===== src/rtl/a2d_scan_intf_if.sv =====
// SPI pin bundle between the ADC128S-style converter and its scanning master.
interface a2d_scan_intf_if;
    logic SS_n;
    logic SCLK;
    logic MOSI;
    logic MISO;

    modport master (output SS_n, output SCLK, output MOSI, input MISO);
    modport slave  (input SS_n, input SCLK, input MOSI, output MISO);
endinterface


===== src/rtl/a2d_scan_intf.sv =====
// Pipelined multi-slot scanner for an ADC128S-style 12-bit SPI converter.
// Define A2D_AVG_EN to replace raw per-slot updates with a (3*old + new)/4 filter.
module a2d_scan_intf #(
    parameter int          NUM_CH      = 4,
    parameter logic [23:0] CH_MAP      = 24'o76543210,
    parameter int          SCLK_DIV    = 32,
    parameter int          SCAN_PERIOD = 4096
) (
    input  logic                  clk,
    input  logic                  rst_n,
    input  logic                  trig,
    a2d_scan_intf_if.master       spi,
    output logic [12*NUM_CH-1:0]  data,
    output logic                  scan_done,
    output logic                  busy
);

    localparam int              CW        = $clog2(SCLK_DIV);
    localparam logic [CW-1:0]   H_LAST    = CW'(SCLK_DIV / 2 - 1);
    localparam int              PW        = (SCAN_PERIOD > 1) ? $clog2(SCAN_PERIOD) : 1;
    localparam logic [PW-1:0]   P_LAST    = PW'((SCAN_PERIOD > 0) ? SCAN_PERIOD - 1 : 0);
    localparam logic [PW-1:0]   P_RESTART = (SCAN_PERIOD > 1) ? PW'(1) : PW'(0);
    localparam logic [3:0]      F_LAST    = 4'(NUM_CH);

    typedef enum logic [2:0] {IDLE, PORCH, SHIFT, BACK, GAP} state_t;

    state_t          state;
    logic [CW-1:0]   cnt;
    logic [3:0]      bit_cnt;
    logic [3:0]      frame;
    logic [15:0]     tx;
    logic [11:0]     rx;
    logic [PW-1:0]   period_cnt;
    logic            pending;
    logic            period_hit;
    logic            ss_n_q;
    logic            sclk_q;
    logic            mosi_q;
`ifdef A2D_AVG_EN
    logic [NUM_CH-1:0] seen;
`endif

    assign spi.SS_n = ss_n_q;
    assign spi.SCLK = sclk_q;
    assign spi.MOSI = mosi_q;

    assign period_hit = (SCAN_PERIOD > 0) && (period_cnt == '0);

    // The frame after the last slot re-addresses slot 0 purely to clock out the final result.
    function automatic logic [15:0] cmd_for(input logic [3:0] f);
        logic [2:0] ch;
        ch = CH_MAP[2:0];
        for (int k = 0; k < NUM_CH; k++) begin
            if (f == 4'(k)) ch = CH_MAP[3*k +: 3];
        end
        return {2'b00, ch, 11'h000};
    endfunction

`ifdef A2D_AVG_EN
    function automatic logic [11:0] avg12(input logic [11:0] old, input logic [11:0] raw);
        return 12'(({2'b00, old} + {1'b0, old, 1'b0} + {2'b00, raw}) >> 2);
    endfunction
`endif

    always_ff @(posedge clk or negedge rst_n) begin
        if (!rst_n) begin
            state      <= IDLE;
            cnt        <= '0;
            bit_cnt    <= '0;
            frame      <= '0;
            tx         <= '0;
            rx         <= '0;
            period_cnt <= '0;
            pending    <= 1'b0;
            ss_n_q     <= 1'b1;
            sclk_q     <= 1'b1;
            mosi_q     <= 1'b0;
            data       <= '0;
            scan_done  <= 1'b0;
            busy       <= 1'b0;
`ifdef A2D_AVG_EN
            seen       <= '0;
`endif
        end else begin
            scan_done <= 1'b0;
            if (SCAN_PERIOD > 0)
                period_cnt <= (period_cnt == P_LAST) ? '0 : period_cnt + 1'b1;
            if (period_hit && state != IDLE)
                pending <= 1'b1;

            case (state)
                IDLE: begin
                    if (trig || pending || period_hit) begin
                        state      <= PORCH;
                        busy       <= 1'b1;
                        ss_n_q     <= 1'b0;
                        cnt        <= '0;
                        frame      <= '0;
                        tx         <= cmd_for(4'd0);
                        pending    <= 1'b0;
                        period_cnt <= P_RESTART;
                    end
                end
                PORCH: begin
                    if (cnt == H_LAST) begin
                        state   <= SHIFT;
                        cnt     <= '0;
                        bit_cnt <= '0;
                        sclk_q  <= 1'b0;
                        mosi_q  <= tx[15];
                        tx      <= {tx[14:0], 1'b0};
                    end else begin
                        cnt <= cnt + 1'b1;
                    end
                end
                // Each half-period lasts H cycles; MISO is captured on the edge that raises SCLK.
                SHIFT: begin
                    if (cnt == H_LAST) begin
                        cnt <= '0;
                        if (!sclk_q) begin
                            sclk_q <= 1'b1;
                            rx     <= {rx[10:0], spi.MISO};
                        end else if (bit_cnt == 4'd15) begin
                            state <= BACK;
                        end else begin
                            bit_cnt <= bit_cnt + 1'b1;
                            sclk_q  <= 1'b0;
                            mosi_q  <= tx[15];
                            tx      <= {tx[14:0], 1'b0};
                        end
                    end else begin
                        cnt <= cnt + 1'b1;
                    end
                end
                BACK: begin
                    if (cnt == H_LAST) begin
                        state  <= GAP;
                        cnt    <= '0;
                        ss_n_q <= 1'b1;
                        mosi_q <= 1'b0;
                        for (int k = 0; k < NUM_CH; k++) begin
                            if (frame == 4'(k + 1)) begin
`ifdef A2D_AVG_EN
                                data[12*k +: 12] <= seen[k] ? avg12(data[12*k +: 12], rx) : rx;
                                seen[k]          <= 1'b1;
`else
                                data[12*k +: 12] <= rx;
`endif
                            end
                        end
                    end else begin
                        cnt <= cnt + 1'b1;
                    end
                end
                GAP: begin
                    if (cnt == CW'(1)) begin
                        cnt <= '0;
                        if (frame == F_LAST) begin
                            state <= IDLE;
                            busy  <= 1'b0;
                        end else begin
                            state  <= PORCH;
                            frame  <= frame + 4'd1;
                            ss_n_q <= 1'b0;
                            tx     <= cmd_for(frame + 4'd1);
                        end
                    end else begin
                        cnt <= cnt + 1'b1;
                        if (frame == F_LAST) scan_done <= 1'b1;
                    end
                end
                default: state <= IDLE;
            endcase
        end
    end

endmodule

===== src/flat_wrapper.sv =====
// flat-port wrapper written by rule: the top's interface ports become plain ports
module a2d_scan_intf_flat 
#(
    parameter int          NUM_CH      = 4,
    parameter logic [23:0] CH_MAP      = 24'o76543210,
    parameter int          SCLK_DIV    = 32,
    parameter int          SCAN_PERIOD = 4096
)
  (clk, rst_n, trig, data, scan_done, busy, spi_SS_n, spi_SCLK, spi_MOSI, spi_MISO);
  a2d_scan_intf_if spi_i ();
  input  logic clk;
  input  logic rst_n;
  input  logic trig;
  output logic [12*NUM_CH-1:0] data;
  output logic scan_done;
  output logic busy;
  output wire logic [$bits(spi_i.SS_n)-1:0] spi_SS_n;
  output wire logic [$bits(spi_i.SCLK)-1:0] spi_SCLK;
  output wire logic [$bits(spi_i.MOSI)-1:0] spi_MOSI;
  input wire logic [$bits(spi_i.MISO)-1:0] spi_MISO;
  assign spi_SS_n = spi_i.SS_n;
  assign spi_SCLK = spi_i.SCLK;
  assign spi_MOSI = spi_i.MOSI;
  assign spi_i.MISO = spi_MISO;
  a2d_scan_intf #(.NUM_CH(NUM_CH), .CH_MAP(CH_MAP), .SCLK_DIV(SCLK_DIV), .SCAN_PERIOD(SCAN_PERIOD)) u_core (.clk(clk), .rst_n(rst_n), .trig(trig), .spi(spi_i), .data(data), .scan_done(scan_done), .busy(busy));
endmodule

===== config.mk =====
export PLATFORM = sky130hd
export DESIGN_NAME = a2d_scan_intf_flat
export DESIGN_NICKNAME = d
export VERILOG_FILES = /design/src/rtl/a2d_scan_intf_if.sv /design/src/rtl/a2d_scan_intf.sv /design/src/flat_wrapper.sv
export SDC_FILE = /design/constraint.sdc
export NUM_CORES = 1
export LEC_CHECK = 0
export CAP_MARGIN = 20
export CORE_UTILIZATION = 59
export DETAILED_ROUTE_END_ITERATION = 16
export GPL_TIMING_DRIVEN = 0
export PLACE_DENSITY = 0.84
export SLEW_MARGIN = 10
export SYNTH_ARGS = -nofsm -noshare
export SYNTH_HDL_FRONTEND = slang
export SYNTH_SLANG_ARGS = --single-unit

===== constraint.sdc =====
create_clock -name clk -period 3.44 [get_ports clk]
set_input_delay 1.032 -clock clk [delete_from_list [all_inputs] [get_ports clk]]
set_output_delay 1.032 -clock clk [all_outputs]
set_load 0.005 [all_outputs]

; ---- Yosys cells after proc, flatten, opt, wreduce, memory -nomap -nowiden
; Index checks and enable logic that the tools add are counted.
[op_classes]
bitwise = 1
n_reduce_logical = 27
n_addsub = 4
mux = 61
n_eq_ne = 25
[op_table]
columns = cell, count
row1 = 2-to-1 mux 16 bit, 7
row2 = case mux 16 bit (4 select lines), 1
row3 = 2-to-1 mux 12 bit, 3
row4 = 2-to-1 mux 4 bit, 7
row5 = 2-to-1 mux 1 bit, 23
row6 = 2-to-1 mux 3 bit, 7
row7 = AND reduction 3 bit, 6
row8 = "== test 4 x 2 -> 1 bit, second input constant", 4
row9 = "!= test 2 x 1 -> 1 bit, second input constant", 8
row10 = case mux 4 bit (2 select lines), 2
row11 = 2-to-1 mux 5 bit, 3
row12 = case mux 3 bit (5 select lines), 1
row13 = case mux 5 bit (3 select lines), 1
row14 = "adder 12 x 1 -> 12 bit, second input constant", 1
row15 = "== test 12 bit, second input constant", 1
row16 = logical NOT 12 bit, 1
row17 = nonzero test 3 bit, 4
row18 = AND reduction 5 bit, 2
row19 = "adder 4 x 1 -> 4 bit, second input constant", 2
row20 = "== test 4 x 1 -> 1 bit, second input constant", 2
row21 = AND reduction 4 bit, 2
row22 = AND reduction 8 bit, 1
row23 = AND reduction 7 bit, 1
row24 = "== test 3 x 2 -> 1 bit, second input constant", 2
row25 = other kinds (20), 26
[totals]
in_bits = 4
out_inout_bits = 53
wordCells = 135
register_bits = 110

; ---- Logic depth before layout (Yosys ltp)
; Gate-level depths: netlist (run 1).
[depth]
ltp_word = 8
depth_mapped = 9
mapped_depth_nobuf = 9

; ---- Worst setup path before layout (run 1)
; Ideal clock, no wire load.
[synth_path]
kind = reg2reg
startpoint = register u_core.cnt[0]
endpoint = register u_core.rx[10]
arrival_ns = 2.110
path_slack_ns = 1.205
stages_incl_launch_ff = 10
path_buffers = 1
setup_time_ns = 0.125
period_less_slack_ns = 2.235
required_time_ns = 3.315
path_cell_list = dfrtp_1 > ha_1 > nand3_1 > inv_1 > ha_1 > and2b_1 > nand2_1 > nor3_1 > buf_2 > mux2_2
[synth_via]
elab_chain_cells = 2
[synth_rtl]
columns = item, line_no
row1 = start: declaration, a2d_scan_intf.sv:28  ; logic [CW-1:0] cnt;
row2 = start signal: assignment, a2d_scan_intf.sv:113  ; cnt <= cnt + 1'b1;
row3 = start signal: assignment, a2d_scan_intf.sv:132  ; cnt <= cnt + 1'b1;
row4 = start signal: assignment, a2d_scan_intf.sv:152  ; cnt <= cnt + 1'b1;
row5 = == test 5 x 4 -> 1 bit, a2d_scan_intf.sv:118  ; if (cnt == H_LAST) begin
row6 = AND reduction 3 bit (no line), --
row7 = end signal: assignment, a2d_scan_intf.sv:122  ; rx <= {rx[10:0], spi.MISO};
row8 = end: declaration, a2d_scan_intf.sv:32  ; logic [11:0] rx;
; No other way between the ends.
; A chain may end at the register's enable or synchronous reset.

; ---- Final worst setup path (run 1)
[layout_path]
startpoint = register u_core.cnt[0]
endpoint = register u_core.rx[2]
; Same word-level chain as after synthesis.

==> results of run 1 <==
-- layer usage --
layer	routed length (um)	track usage [%]
met3	261	4.43
met1	4060	33.3
met5	0	0
met2	4290	38.7
met4	129	8.23
-- sequential cells by signal, summed over array words and instances, names as in the netlist --
name,cells
u_core.tx,5
u_core.frame,4
u_core.bit_cnt,4
u_core.period_cnt,12
u_core.spi.SS_n,1
u_core.rx,12
u_core.spi.MOSI,1
u_core.state,3
u_core.cnt,5
u_core.data,48
u_core.pending,1
u_core.scan_done,1
u_core.spi.SCLK,1
u_core.busy,1
-- cell usage after synthesis (3+ instances only) --
| library cell | count | share of area, % |
|---|---|---|
| nand2_1 | 27 | 2.3 |
| xor2_1 | 7 | 1.4 |
| nor2_1 | 32 | 2.7 |
| xnor2_1 | 8 | 1.6 |
| mux2i_1 | 3 | 0.67 |
| nand2b_1 | 5 | 0.70 |
| buf_2 | 8 | 0.89 |
| inv_1 | 13 | 1.1 |
| o21ai_0 | 9 | 1.0 |
| a21oi_1 | 10 | 1.1 |
| ha_1 | 12 | 3.4 |
| a31oi_1 | 4 | 0.56 |
| nand4_1 | 3 | 0.42 |
| a22o_1 | 4 | 0.78 |
| nand3_1 | 14 | 1.6 |
| nor3_1 | 8 | 0.89 |
| a221o_1 | 3 | 0.67 |
| mux2_2 | 65 | 16 |
| dfrtp_1 | 97 | 54 |
| and3_1 | 3 | 0.42 |
-- path summary, 6_finish.rpt --
path                          startpoint              end  slack (ns)  depth (start not counted)
min                          u_core.busy      u_core.busy        0.51                          1
min reg2reg                  u_core.busy      u_core.busy        0.51                          1
min in group asynchronous          rst_n  u_core.frame[0]        0.61                          1
max                        u_core.cnt[0]     u_core.rx[2]        0.69                          9
max reg2reg                u_core.cnt[0]     u_core.rx[2]        0.69                          9
max in group asynchronous          rst_n   u_core.data[8]        2.18                          2
-- per-stage QoR --
| step | instance area, um2 | setup WS, ns | cells | setup TNS, ns |
|---|---|---|---|---|
| floorplan | 4480 | 1.21 | 368 | 0 |
| global placement | 5160 | -2.21 | 523 | -215.68 |
| detailed placement | 5180 | 0.719 | 524 | 0 |
| CTS | 5380 | 0.711 | 540 | 0 |
| global route | 5380 | 0.477 | 540 | 0 |
| finish | 5380 | 0.687 | 540 | 0 |
-- power breakdown --
group,switching [W],total (W),internal (W)
Combinational,0.0000230,0.0000295,0.00000649
Sequential,0.000000989,0.00116,0.00116
Clock,0.000427,0.000724,0.000297
Total,0.000451,0.00192,0.00147
-- worst max-delay path, stage by stage, from the launching register on --
cell and delay (ns):
dfrtp_1 0.41, ha_1 0.20, nand3_1 0.11, inv_1 0.09
ha_1 0.28, and2b_1 0.28, nand2_1 0.13, nor3_1 0.41
buf_2 0.37, mux2_2 0.37
-- layout make-up --
cell class	count	area (um2)	share of cell area, %
repair buffers	57	586	10.9
clock inverters	6	55.1	1.02
clock buffers	10	138	2.56
plain buffers	12	58.8	1.09
flip-flops and latches	99	2480	46.1
inverters	13	48.8	0.907
well taps	99	124	2.30
multi-input cells	244	1890	35.1
-- kinds of logic (layout without fill, tap and decap cells) --
group,count (synthesis),after routing,share of synthesized area [%]
mux,68,68,17.0
fa+ha+maj,12,12,3.35
simple gates,108,108,12.3
flops,99,99,55.4
compound gates,41,41,6.54
xor+xnor,15,15,2.94
buf+inv,25,98,2.40
==> summary.md, run 1 <==
| Metric | Value |
|---|---|
| Skew-Pair Late Insertion Delay | `0.36 ns` |
| Routed WL | `8740 um` |
| TritonCTS Buffers | `9` |
| Max_cap viols | `0` |
| Vias in the first global route | `approximately 2.9k` |
| CTS sink cnt | `99` |
| First-pass GRT wire length | `14,300 um` |
| Final Cycle Share | `80.0%` |
| Max Fclk | `363 MHz` |
| Final setup viols | `0` |
| Layout Utilization | `73.7%` |
| Syn_area_per_cell | `12.2 um2` |
| Port Buffers | `56` |
| CTS-repair resized insts | `0` |
| Critical path fanouts, max | `10` |
| Die H | `89.1 um` |
| Final net count | `around 450` |
| Outcome | `completed` |
| CTS tree | `built` |
| Synth Instances | `368` |
| Slew Viols, Final | `0` |
| Wire length per cell | `about 16 um` |
| # hold bufs at CTS | `0` |
| Drt first-iter violations | `221` |
| RSZ-0062 raised after global routing | `false` |
| VDD IR max | `between 0.2 and 0.25 mV` |
| Worst slew pin tran | `0.532 ns` |
| Post-synthesis sequential area ratio | `55.4%` |
| Total power | `roughly 0.0019 W` |
| Worst rel slew slack | `64.2%` |
| DPL Wire Length | `6090 um` |
| Vias per cell | `5.63` |
| Most common cell after layout, fill and taps aside | `dfrtp_1` |
| Pleak | `2.50 nW` |
| Post-synth EDFFs | `0` |
| Setup CP Type | `reg2reg` |
| Fin. Hold Viols | `0` |
| Startpoint Class | `flop` |
| Chip width | `approximately 90 um` |
| Clk pin slew, worst setup/hold paths | `0.10 ns` |
| Unique masters post-synth | `46` |
| I/O pin cnt | `57` |
| CORE AREA | `between 7000 and 8000 um2` |
| Residual DRC count | `0` |
| Crit path time final | `between 2 and 3 ns` |
| DR pass1 iterations | `4` |
| CP arrival | `3.00 ns` |
| Via count | `3,039` |
| GRT Util Overall | `about 24%` |
| Area grow syn2layout | `20.2%` |
| Layout cells sized above 1 | `22.4%` |
| WHS | `0.506 ns` |
| Largest net degree at the start of global routing | `70` |
| ANT nets after route | `0` |
| Crit path required time | `3.69 ns` |
| Initial Utilization | `61.4%` |
| Htree depth | `3` |
| Min-Delay Path Class | `reg2reg` |
| Fillers | `537` |
| Mapped Area | `around 4500 um2` |
| Endpoint class of the critical path | `flop` |
| Synth Net Count | `384` |
| Die Area | `7940 um2` |
| Ant diodes | `0` |
| Power per Cell Area | `357 nW/um2` |
| CTS root buffer | `clkbuf_8` |
| Clk_skew | `~0.017 ns` |
| Antenna violations before repair | `0` |
| Gr ovfl total | `0` |
| Yosys reg bits | `slightly below 100` |
| Most frequent cells in the layout | `dfrtp_1, mux2_2, clkdlybuf4s50_1` |
| Yosys warns | `0` |
| Maximum root-to-sink buffer count | `2` |
| Synth Flop Type | `dfrtp_1` |
| Gp weighted congestion | `0.832` |
| Row cnt | `31` |
| Async SR Flop Fraction | `between 90% and 100%` |
| Setup bufs post-CTS | `0` |
No activity file was read; power rests on OpenSTA's default activity.
==> run 2, diff against run 1 <==
--- a/config.mk
+++ b/config.mk
@@ -6,10 +6,10 @@
 export NUM_CORES = 1
 export LEC_CHECK = 0
 export CAP_MARGIN = 20
-export CORE_UTILIZATION = 59
+export CORE_UTILIZATION = 50
 export DETAILED_ROUTE_END_ITERATION = 16
 export GPL_TIMING_DRIVEN = 0
-export PLACE_DENSITY = 0.84
+export PLACE_DENSITY = 0.76
 export SLEW_MARGIN = 10
 export SYNTH_ARGS = -nofsm -noshare
 export SYNTH_HDL_FRONTEND = slang
==> constraint.sdc (replaced) <==
create_clock -name clk -period 2.3 [get_ports clk]
set_input_delay 0.69 -clock clk [delete_from_list [all_inputs] [get_ports clk]]
set_output_delay 0.69 -clock clk [all_outputs]
set_load 0.005 [all_outputs]
==> summary.md, run 2 (synthesis results as in run 1) <==
| Metric | Value |
|---|---|
| Outcome | `completed` |
| Drt first-iter violations | `150` |
| Initial Utilization | `51.6%` |
| Biggest regs | `u_core.data (48), u_core.period_cnt (12), u_core.rx (12)` |
| Largest Register | `u_core.data` |
| Ant diodes | `0` |
| Antenna violations before repair | `0` |
| Buf/Inv on CP | `2` |
| Row cnt | `34` |
| Final setup viols | `0` |
| Largest net degree at the start of global routing | `63` |
| RSZ-0062 raised after global routing | `true` |
| Crit-path most repeated cell | `nand3_1` |
| TritonCTS Buffers | `9` |
| CTS root buffer | `clkbuf_8` |
| Critical path fanouts, max | `10` |
| Crit path required time | `2.54 ns` |
| CORE AREA | `8680 um2` |
| Vias in the first global route | `3,014` |
| # hold bufs at CTS | `0` |
| Max Fclk | `456 MHz` |
| ANT nets after route | `0` |
| Vias per cell | `around 5.4` |
| Max reg flops | `48` |
| Skew-Pair Late Insertion Delay | `between 0.3 and 0.4 ns` |
| Endpoint class of the critical path | `flop` |
| Clk_skew | `0.00832 ns` |
| Setup CP Type | `reg2reg` |
| Crit-path slowest cell | `dfrtp_1` |
| Gp weighted congestion | `between 0.7 and 0.8` |
| Die Area | `roughly 9300 um2` |
| Maximum root-to-sink buffer count | `2` |
| Via count | `3,007` |
| Residual DRC count | `0` |
| Pleak | `2.56 nW` |
| Final Cycle Share | `between 90% and 100%` |
| Max_cap viols | `0` |
| First-pass GRT wire length | `~15,000 um` |
| Total negative slack | `0 ns` |
| Fin. Hold Viols | `0` |
| Routed WL | `8910 um` |
| Clk pin slew, worst setup/hold paths | `0.10 ns` |
| Die H | `96.6 um` |
| Layout cells sized above 1 | `about a quarter` |
| I/O pin cnt | `57` |
| CTS tree | `built` |
| Final net count | `460` |
| Most frequent cells in the layout | `dfrtp_1, mux2_2, clkdlybuf4s50_1` |
| Port Buffers | `56` |
| DPL Wire Length | `about 6100 um` |
| Worst rel slew slack | `between 60 and 70%` |
| Min-Delay Path Class | `in2async` |
| DP Worst Slack | `-0.562 ns` |
| Crit path time final | `2.19 ns` |
| Layout Utilization | `64.0%` |
| Startpoint Class | `flop` |
| Chip width | `96.6 um` |
| Slew Viols, Final | `0` |
| Largest stage delay, worst path | `0.51 ns` |
| Total power | `0.00297 W` |
| Most common cell after layout, fill and taps aside | `dfrtp_1` |
| Delay-heaviest family, CP | `simple AND/OR/NAND/NOR gates` |
| DR pass1 iterations | `4` |
| Power per Cell Area | `536 nW/um2` |
| WHS | `0.288 ns` |
| Post-layout worst setup margin | `0.109 ns` |
| Area grow syn2layout | `24.0%` |
| CTS sink cnt | `99` |
| CP arrival | `2.44 ns` |
| Gr ovfl total | `0` |
| Htree depth | `3` |
| Wire length per cell | `16.0 um` |
| VDD IR max | `0.489 mV` |
| GRT Util Overall | `20.3%` |
| Worst slew pin tran | `between 0.5 and 0.6 ns` |
| Critical path, cell by cell | `nand3_1 > inv_2 > ha_4 > and2b_2 > nand3_1 > nor2_2 > buf_6 > mux2_2` |
run 2: cell types whose count changed in the layout (fill, tap and decap cells not counted), sizes merged:
cell      delta
clkinv       +1
buf          +8
bufinv       +1
inv          -1
clkinvlp     -1
run 2: what timing repair did:
item                       in CTS  in global routing
resized for setup              17                  5
cloned                          1                  0
buffers inserted                5                  2
setup endpoints to repair      63                 56
pin swaps                       2                  3
run 2: worst register-to-register path, stage by stage (launching register included):
cell     delay, ns
dfrtp_1       0.51
nand3_1       0.18
inv_2         0.10
ha_4          0.17
and2b_2       0.21
nand3_1       0.12
nor2_2        0.23
buf_6         0.22
mux2_2        0.35
run 2: worst paths after layout:
| path | startpoint | end | slack (ns) | depth (start not counted) |
|---|---|---|---|---|
| worst min register to register | u_core.data[36] | u_core.data[36] | 0.51 | 1 |
| worst min-delay path | rst_n | u_core.period_cnt[2] | 0.29 | 1 |
| min in group clk | u_core.data[36] | u_core.data[36] | 0.51 | 1 |
| worst max-delay path | u_core.cnt[2] | u_core.data[44] | 0.11 | 8 |
| worst max register to register | u_core.cnt[2] | u_core.data[44] | 0.11 | 8 |
| max in group asynchronous | rst_n | u_core.spi.SCLK | 1.32 | 2 |
run 2: power breakdown:
part           internal [W]  switching, W  total [W]
Clock              0.000555      0.000632    0.00119
Sequential          0.00174    0.00000142    0.00174
Combinational    0.00000968     0.0000345  0.0000441
run 2: area by class of cell:
cell class	count	area, um2
timing repair buffer	65	649
buffer	12	78.8
fill	705	3130
clock buffer	10	138
sequential	99	2480
multi-input combinational	244	1940
inverter	13	48.8
tap	108	135
clock inverter	6	82.6
run 2: routing by layer:
layer / up-vias / wire, um / GRT usage (%)
met5: - / 0 / 0
met4: 0 / 73 / 4.94
met3: 5 / 614 / 8.09
met2: 63 / 4230 / 32.2
met1: 1502 / 3990 / 26.1
li1: 1437 / - / -
run 2: stage by stage:
step                cell area [um2]  cells
floorplan                      4480    368
detailed placement             5200    533
global placement               5170    532
finish                         5550    557
CTS                            5520    555
global route                   5550    557
==> run 3, diff against run 2 <==
--- a/config.mk
+++ b/config.mk
@@ -5,7 +5,6 @@
 export SDC_FILE = /design/constraint.sdc
 export NUM_CORES = 1
 export LEC_CHECK = 0
-export CAP_MARGIN = 20
 export CORE_UTILIZATION = 50
 export DETAILED_ROUTE_END_ITERATION = 16
 export GPL_TIMING_DRIVEN = 0
==> summary.md, run 3 (synthesis results as in run 1) <==
| Metric | Value |
|---|---|
| Outcome | `completed` |
| Largest Register | `u_core.data` |
| Total power | `0.00297 W` |
| Crit path time final | `approximately 2.2 ns` |
| Critical path, cell by cell | `nand3_1 > inv_2 > ha_4 > and2b_2 > nand3_1 > nor2_2 > buf_6 > mux2_2` |
| Max_cap viols | `0` |
| CP arrival | `2.44 ns` |
| VDD IR max | `0.489 mV` |
| Biggest regs | `u_core.data (48), u_core.period_cnt (12), u_core.rx (12)` |
| Layout Utilization | `64.0%` |
| ANT nets after route | `0` |
| Wire length per cell | `16.0 um` |
| Min-Delay Path Class | `in2async` |
| Die H | `96.6 um` |
| Max Fclk | `approximately 460 MHz` |
| Skew-Pair Late Insertion Delay | `around 0.36 ns` |
| Vias per cell | `5.40` |
| Ant diodes | `0` |
| Final Cycle Share | `between 90% and 100%` |
| Delay-heaviest family, CP | `simple AND/OR/NAND/NOR gates` |
| DPL Wire Length | `6070 um` |
| Crit-path slowest cell | `dfrtp_1` |
| Via count | `3,007` |
| GRT Util Overall | `between 20 and 25%` |
| CTS sink cnt | `99` |
| Crit path required time | `2.54 ns` |
| Critical path fanouts, max | `10` |
| Placed insts | `around 530` |
| Area grow syn2layout | `24.0%` |
| TritonCTS Buffers | `9` |
| Largest net degree at the start of global routing | `63` |
| Most frequent cells in the layout | `dfrtp_1, mux2_2, clkdlybuf4s50_1` |
| Largest stage delay, worst path | `0.51 ns` |
| Buf/Inv on CP | `2` |
| Worst slew pin tran | `0.528 ns` |
| Slew Viols, Final | `0` |
| Antenna violations before repair | `0` |
| Pleak | `2.56 nW` |
| Initial Utilization | `51.6%` |
| Clk_skew | `0.00832 ns` |
| I/O pin cnt | `57` |
| Fin. Hold Viols | `0` |
| RSZ-0062 raised after global routing | `true` |
| Startpoint Class | `flop` |
| Final net count | `between 400 and 500` |
| Gr ovfl total | `0` |
| Row cnt | `34` |
| Routed WL | `just under 9000 um` |
| Layout cells sized above 1 | `25.8%` |
| Drt first-iter violations | `150` |
| CTS tree | `built` |
| Final setup viols | `0` |
| Most common cell after layout, fill and taps aside | `dfrtp_1` |
| Chip width | `96.6 um` |
| Die Area | `~9300 um2` |
| Worst rel slew slack | `64.7%` |
| First-pass GRT wire length | `15,100 um` |
| Flip-flop and latch area | `2480 um2` |
| CTS root buffer | `clkbuf_8` |
| CORE AREA | `8680 um2` |
| Non-filler cells in the finished layout | `557` |
| Multi-input logic area | `between 1500 and 2000 um2` |
| Fillers | `705` |
| Clk pin slew, worst setup/hold paths | `0.10 ns` |
| Maximum root-to-sink buffer count | `2` |
| Vias in the first global route | `around 3k` |
| DR pass1 iterations | `4` |
| Max reg flops | `48` |
| Crit-path most repeated cell | `nand3_1` |
| Port Buffers | `56` |
| Total negative slack | `0 ns` |
| Setup CP Type | `reg2reg` |
| Residual DRC count | `0` |
| Gp weighted congestion | `0.798` |
| Htree depth | `3` |
| Power per Cell Area | `536 nW/um2` |
| Endpoint class of the critical path | `flop` |
[run 3: cell counts in the layout (fill, tap and decap cells not counted)]
Identical to the previous run, type by type.
[run 3: per-layer routing]
| layer | vias up | part of all wire [%] | wire (um) | GRT usage (%) |
|---|---|---|---|---|
| li1 | 1437 | - | - | - |
| met1 | 1502 | 45 | 3990 | 26.1 |
| met2 | 63 | 47 | 4230 | 32.2 |
| met3 | 5 | 6.9 | 614 | 8.09 |
| met4 | 0 | 0.82 | 73 | 4.94 |
| met5 | - | 0 | 0 | 0 |
[run 3: worst reg2reg max path, delay by kind of cell (launching register included)]
| family | cells | cell delay (ns) |
|---|---|---|
| muxes | 1 | 0.35 |
| and+or+nand+nor | 4 | 0.74 |
| buffers and inverters | 2 | 0.32 |
| DFF | 1 | 0.51 |
| adders and majority gates | 1 | 0.17 |
[run 3: final timing paths]
path,from,endpoint,slack [ns],cells past startpoint
min in group clk,u_core.data[36],u_core.data[36],0.51,1
max in group asynchronous,rst_n,u_core.spi.SCLK,1.32,2
hold / removal,rst_n,u_core.period_cnt[2],0.29,1
hold reg to reg,u_core.data[36],u_core.data[36],0.51,1
setup reg to reg,u_core.cnt[2],u_core.data[44],0.11,8
setup / recovery,u_core.cnt[2],u_core.data[44],0.11,8
[run 3: layout make-up]
type                       count  share of cell area (%)
clock inverter                 6                    1.49
inverter                      13                   0.879
clock buffer                  10                    2.48
multi-input combinational    244                    34.9
tap                          108                    2.43
sequential                    99                    44.7
timing repair buffer          65                    11.7
buffer                        12                    1.42
[run 3: power breakdown]
group / leakage, nW / switching (W) / internal (W) / total [W]
registers: 1.33 / 0.00000142 / 0.00174 / 0.00174
logic: 1.13 / 0.0000345 / 0.00000968 / 0.0000441
clock network: 0.108 / 0.000632 / 0.000555 / 0.00119
total: 2.56 / 0.000668 / 0.00231 / 0.00297
[run 3: repair_timing]
action | in CTS | in global routing
gates cloned | 1 | 0
pin swaps | 2 | 3
resized for setup | 17 | 5
endpoints found under the setup margin | 63 | 56
buffers inserted | 5 | 2
endpoints found under the hold margin | 0 | 0
hold buffers | 0 | 0
[run 3: through the flow]
| stage | worst slack [ns] | area (um2) | hold WS [ns] |
|---|---|---|---|
| 6_report | 0.109 | 5550 | 0.288 |
| 3_3_place_gp | -3.07 | 5170 | 0.488 |
| 4_1_cts | 0.0111 | 5520 | 0.290 |
| 3_5_place_dp | -0.562 | 5200 | 0.493 |
| 5_1_grt | -0.0133 | 5550 | 0.312 |
| 2_1_floorplan | 0.0654 | 4480 | 0.394 |
